<file path="config.mk">
export PLATFORM = sky130hd
export DESIGN_NAME = fetch_unit
export DESIGN_NICKNAME = d
export VERILOG_FILES = /design/src/rtl/fetch_unit.sv
export SDC_FILE = /design/constraint.sdc
export NUM_CORES = 1
export LEC_CHECK = 0
export CAP_MARGIN = 20
export CORE_MARGIN = 2
export CORE_UTILIZATION = 45
export DETAILED_ROUTE_END_ITERATION = 16
export GPL_TIMING_DRIVEN = 0
export PLACE_DENSITY = 0.87
export SLEW_MARGIN = 20
export SYNTH_ARGS = -nofsm -noshare
export SYNTH_HDL_FRONTEND = slang
export SYNTH_SLANG_ARGS = --single-unit
</file>
<file path="constraint.sdc">
create_clock -name CLK -period 6 [get_ports CLK]
set_input_delay 1.2 -clock CLK [delete_from_list [all_inputs] [get_ports CLK]]
set_output_delay 1.2 -clock CLK [all_outputs]
set_load 0.05 [all_outputs]
</file>
<file path="src/rtl/fetch_unit.sv">
// Instruction fetch unit: drives the PC to the icache, hands each fetched
// word to the fetch/decode latch, and sequences redirects and halt.
//
// Handoff protocol: valid_o is a single-cycle strobe that loads the
// fetch/decode latch. There is no ready signal. Back-pressure is the
// stall input. While stall=1 no word is handed off, the PC holds, and the
// same address is fetched again. instr_o, npc_o and curr_pc_o are zero
// whenever valid_o=0. flush_o clears the latch in every cycle where a
// redirect is accepted.
module fetch_unit #(
  parameter logic [31:0] RESET_PC = 32'h0000_0000
) (
  input  logic        CLK,
  input  logic        RST,
  input  logic        ihit,
  input  logic [31:0] iload,
  output logic        iREN,
  output logic [31:0] iaddr,
  input  logic        stall,
  input  logic        redirect,
  input  logic [31:0] redirect_pc,
  input  logic        halt,
  output logic [31:0] instr_o,
  output logic [31:0] npc_o,
  output logic [31:0] curr_pc_o,
  output logic        valid_o,
  output logic        flush_o,
  output logic [1:0]  dbg_state
);

  typedef enum logic [1:0] {
    RUN    = 2'd0,
    DRAIN  = 2'd1,
    HALTED = 2'd2
  } state_t;

  state_t      state;
  logic [31:0] pc;
  logic [31:0] pend_pc;

  logic        active;
  logic        take_halt;
  logic        take_redir;
  logic        handoff;
  logic [31:0] target;
  logic [31:0] pc_plus4;

  // Decode this cycle's events. Halt outranks redirect, and redirect outranks handoff.
  always_comb begin
    active     = !RST && (state != HALTED);
    take_halt  = active && halt;
    take_redir = active && !halt && redirect;
    handoff    = active && (state == RUN) && ihit && !stall && !redirect && !halt;
    target     = {redirect_pc[31:2], 2'b00};
    pc_plus4   = pc + 32'd4;
  end

  assign iREN      = active;
  assign iaddr     = pc;
  assign valid_o   = handoff;
  assign flush_o   = take_redir;
  assign instr_o   = handoff ? iload    : 32'd0;
  assign curr_pc_o = handoff ? pc       : 32'd0;
  assign npc_o     = handoff ? pc_plus4 : 32'd0;
  assign dbg_state = state;

  // Update the PC, the pending redirect target and the fetch state.
  always_ff @(posedge CLK) begin
    if (RST) begin
      state   <= RUN;
      pc      <= {RESET_PC[31:2], 2'b00};
      pend_pc <= 32'd0;
    end else if (take_halt) begin
      state <= HALTED;
    end else begin
      case (state)
        RUN: begin
          if (redirect) begin
            if (ihit) begin
              pc <= target;
            end else begin
              // A miss is still outstanding. Keep iaddr stable until it returns.
              pend_pc <= target;
              state   <= DRAIN;
            end
          end else if (ihit && !stall) begin
            pc <= pc_plus4;
          end
        end
        DRAIN: begin
          if (redirect) begin
            pend_pc <= target;
          end else if (ihit) begin
            // The returned word belongs to the old path and is dropped.
            pc    <= pend_pc;
            state <= RUN;
          end
        end
        HALTED: begin
          state <= HALTED;
        end
        default: begin
          state <= RUN;
        end
      endcase
    end
  end

endmodule

</file>
Word-level counts from Yosys, hierarchy flattened
Cells that the tools add are included.
Widths: inputs -> output; s select.
- reduce and logical (&&, ||, !) cells: 21
- equality and inequality tests: 14
- bitwise operators: 1
- multiplexer cells: 19
- add/sub/neg operators: 1
- operator list (kind ; count):
    $mux 32 ; 11
    $pmux 32 s2 ; 2
    $add 32x3->32 const B ; 1
    $ne 3x3->1 const B ; 5
    $ne 2x2->1 const B ; 6
    $logic_and 1x1->1 ; 10
    $mux 2 ; 5
    $reduce_and 4->1 ; 2
    $pmux 2 s3 ; 1
    $reduce_and 6->1 ; 1
    $reduce_and 5->1 ; 1
    $logic_not 1->1 ; 4
    $ne 3x2->1 const B ; 1
    $eq 2x1->1 const B ; 1
    $eq 2x2->1 const B ; 1
    $logic_not 2->1 ; 1
    $reduce_bool 2->1 ; 1
    $reduce_or 2->1 ; 1
    $not 1->1 ; 1
- logic and storage cells: 60
- input port bits: 70
- bits in registers: 66
- output and inout port bits: 133

Depth between registers and ports, before layout
- depth after elaboration: 8
- mapped depth: 8

Least setup slack after synthesis
OpenSTA, ideal clock, no wires.
- path type: input-to-output
- start: input RST
- end: output npc_o[13]
- slack: 1217 ps
- path buffers: 3
- cell stages on the path: 7
- arrival: 3583 ps
- data required time: 4800 ps
- path through: clkbuf_1 > or3_1 > or4_1 > clkbuf_1 > inv_1 > clkbuf_1 > and2_1
- longest elaborated chain between the ends: 8
- ends and longest elaborated chain (what ; RTL line ; source):
    start, declared ; 14 ; input logic RST,
    $logic_not 1->1 ; 50 ; active = !RST && (state != HALTED);
    $logic_and 1x1->1 ; 50 ;
    $logic_and 1x1->1 (5 in series) ; 53 ; handoff = active && (state == RUN) && ihit && !stall && !redirect && !halt;
    via valid_o ; 26 ; output logic valid_o,
    $mux 32 ; 64 ; assign npc_o = handoff ? pc_plus4 : 32'd0;
    end, declared ; 24 ; output logic [31:0] npc_o,
The timed path passes the listed nets, and every way through them passes these cells.

Worst setup path in the final report
- start: input halt
- end: output curr_pc_o[6]
- longest elaborated chain between the ends: 3
- ends and longest elaborated chain (what ; RTL line ; source):
    start, declared ; 22 ; input logic halt,
    $logic_not 1->1 ; 53 ;
    $logic_and 1x1->1 ; 53 ;
    $mux 32 ; 63 ; assign curr_pc_o = handoff ? pc : 32'd0;
    end, declared ; 25 ; output logic [31:0] curr_pc_o,
No other way between the ends.

==> key figures <==
STA
  • Slew @ Worst Pin: ~1100 ps
  • Worst slew margin: 26.49%
  • Final Hold Viols: 0
  • Setup Skew: 7.678 ps
  • Hold Slack: between 400 and 500 ps
  • Pins over their slew limit: 0
  • Final setup viols: 0
  • Fin crit share: 96.89%
  • Tmin final: between 5000 and 6000 ps
  • Fmax: 172.0 MHz

Yosys
  • Synth Area in Simple Gates: about 36%
  • Synth top area cells: dfxtp_1 29%, nand2_1 8.8%, and2_1 8.4%
  • Cells after synthesis: between 600 and 700
  • Post-synth top flop: dfxtp_1
  • Mean Syn Cell Area: around 7 sq um
  • Async SR Flop Fraction: 0%
  • Multiplexer area fraction after synthesis: 1.001%
  • XOR/XNOR Fraction of Synth Area: 5.361%
  • Main combinational cell family by area after synthesis: simple AND/OR/NAND/NOR gates
  • Top cell type's share of synthesized area: between 20% and 30%
  • Seq/Total Area, Yosys: 29.22%
  • #FFs+latches synth: 62
  • Post-Syn Area: 0.004248 sq mm
  • Largest area contributor in the netlist: dfxtp_1
  • Synth Area in Compound Gates: between 20% and 30%
  • Synth warn: 0
  • Post-synth EDFFs: 0
  • Yosys cell types: 56
  • Synth Area in Adders: 0.2946%

CTS
  • CTS root buffer: clkbuf_8
  • Reg clk slew, reported paths: 80 ps
  • Clock Tree Buf Depth: 2
  • CTS tree: yes
  • H-tree depth: 3
  • Cts bufs inserted: 9
  • # hold bufs at CTS: 0
  • Worst skew pair latency: around 360 ps
  • # Post-CTS Setup Buffers: 0
  • Clock sink count: between 60 and 70

Layout
  • Area of the multi-input gates: ~0.0027 sq mm
  • Highest-count cells in the layout ignoring fill and taps: 167 x clkdlybuf4s50_1, 100 x nand2_1, 68 x a21oi_1
  • Inserted Diodes: 0
  • Nets: about 900
  • Final std cells w/o fill: 941
  • Area growth syn-to-layout: 55.23%
  • Most common cell after layout, fill and taps aside: clkdlybuf4s50_1
  • Share of cells above drive strength 1: just over 5%
  • Register Area: 0.001241 sq mm
  • Fillers: 759

Placement
  • Port bufs: between 150 and 200
  • Placer Congestion: ~1
  • Final HPWL DP: about 14,000 um
  • Dpl cells: slightly above 900

Flow run
  • Max cap viols: 0

Worst setup path
  • CP required: 4800 ps
  • Critical path cell sequence: clkdlybuf4s50_1 > or3_1 > or4_1 > clkbuf_1 > inv_1 > clkbuf_1 > clkbuf_2 > and2_1 > clkdlybuf4s50_1
  • Slowest stage delay, CP: between 700 and 800 ps
  • Buf/Inv on CP: 6
  • CP delay by family, top: buffers and inverters
  • Worst Setup Start Kind: input port
  • Crit Path Max Fanout: 10
  • Crit-path slowest cell: clkdlybuf4s50_1
  • CP arrival: 4610 ps
  • Endpoint type of the worst setup path: output pin
  • Crit Path Class: in2out

Power and ir drop
  • Leakage Power: roughly 2.7 nW
  • Max VDD drop: 0.1869 mV
  • Power per cell area: 165.3 mW/mm^2

Floorplan
  • Die Y: between 100 and 150 um
  • Core Area: 0.009196 sq mm
  • Row cnt: 35
  • Io pins: 203
  • Initial cell density of the core: 46.19%
  • Die Wd: around 100 um
  • Die Area: between 0.01 and 0.015 sq mm

GRT
  • Vias in the first global route: between 5,000 and 6,000
  • Global-route wire length before repair: 27,190 um
  • Initial antenna violation count: 0
  • Congestion Overflow GR: 0
  • GRT Resource Usage Total: about a third
  • Largest net degree at the start of global routing: 14

Outcome
  • Outcome: complete, no violations

Drt
  • Vias per cell: roughly 6
  • Pre-Repair DR Iteration Count: 11
  • Final Routed Wirelength: around 18,000 um
  • Remaining DRCs: 0
  • Vias post-DR: roughly 5,700
  • Drt initial violations: 644
  • Antenna viol nets, final: 0
  • WL/cell: slightly below 20 um

Hold path
  • Hold WC Path Type: reg2reg
[what timing repair did]
action,CTS,global route
setup endpoints to repair,0,30
hold endpoints to repair,0,0
resized for setup,0,28
[path summary, 6_finish.rpt]
kind	from	endpoint	slack, ps	cells past startpoint
max	halt	curr_pc_o[6]	190	9
min reg2reg	pend_pc[7]	pend_pc[7]	460	2
min	pend_pc[7]	pend_pc[7]	460	2
max reg2reg	iaddr[3]	iaddr[26]	2830	6
[cell families (layout without fill, tap and decap cells)]
logic type	Yosys count	in the layout
multiplexers	4	4
AO/OA/AOI/OAI	145	145
XOR/XNOR	26	26
buffers and inverters	71	281
AND/OR/NAND/NOR	305	305
other	1	6
adder cells (fa/ha/maj)	1	1
flip-flops	62	62
[cell usage after synthesis, drive strengths merged, types with 10 or more instances]
| master | instances |
|---|---|
| a21oi | 68 |
| and2 | 57 |
| buf | 18 |
| clkbuf | 42 |
| dfxtp | 62 |
| inv | 11 |
| nand2 | 100 |
| nand3 | 29 |
| nand4 | 12 |
| nor2 | 56 |
| nor4 | 10 |
| o21ai | 25 |
| xnor2 | 14 |
| xor2 | 12 |
[final cells by class]
type                            count  share of cell area [%]
Timing Repair Buffer              194                   30.36
Sequential cell                    62                   18.82
Clock buffer                        9                   1.879
Clock inverter                      7                  0.8539
Tap cell                          111                   2.106
Multi-Input combinational cell    487                   41.39
Inverter                           11                  0.6262
Buffer                             60                   3.966
[sequential cells by signal, summed over array words and instances (netlist names)]
name / flops
pend_pc: 30
dbg_state: 2
iaddr: 30
[metal layers]
metal	global-route usage [%]	vias to the layer above	share of wire, %
met5	0	-	0
met4	15.28	0	4.3
met3	6.832	85	11
met2	55.68	449	47
met1	43.68	2570	38
li1	-	2546	-
[per-stage QoR]
step	worst slack (ps)	total power, mW	TNS, ps	util, %	area (sq um)
5_1_grt	-1.567	1.122	-1.567	71.70	6594
3_3_place_gp	77.35	0.7359	0	68.91	6337
6_report	186.6	1.090	0	71.70	6594
4_1_cts	18.76	1.076	0	70.98	6528
2_1_floorplan	1217	0.6197	0	-	4267
3_5_place_dp	31.22	0.7418	0	69.02	6347
[where the power goes]
| group | total, mW | switching, mW | internal [mW] |
|---|---|---|---|
| logic | 0.285 | 0.176 | 0.110 |
| registers | 0.455 | 0.0237 | 0.431 |
| clock network | 0.349 | 0.195 | 0.155 |
[worst register-to-register path, stage by stage, from the launching register on]
cell and delay [ps]:
dfxtp_1 570, ha_1 490, nand4_1 180, nor4_2 850, nand4_1 290, or4_1 550
a31oi_1 160
Note: power is estimated with default switching activity, not from simulation.
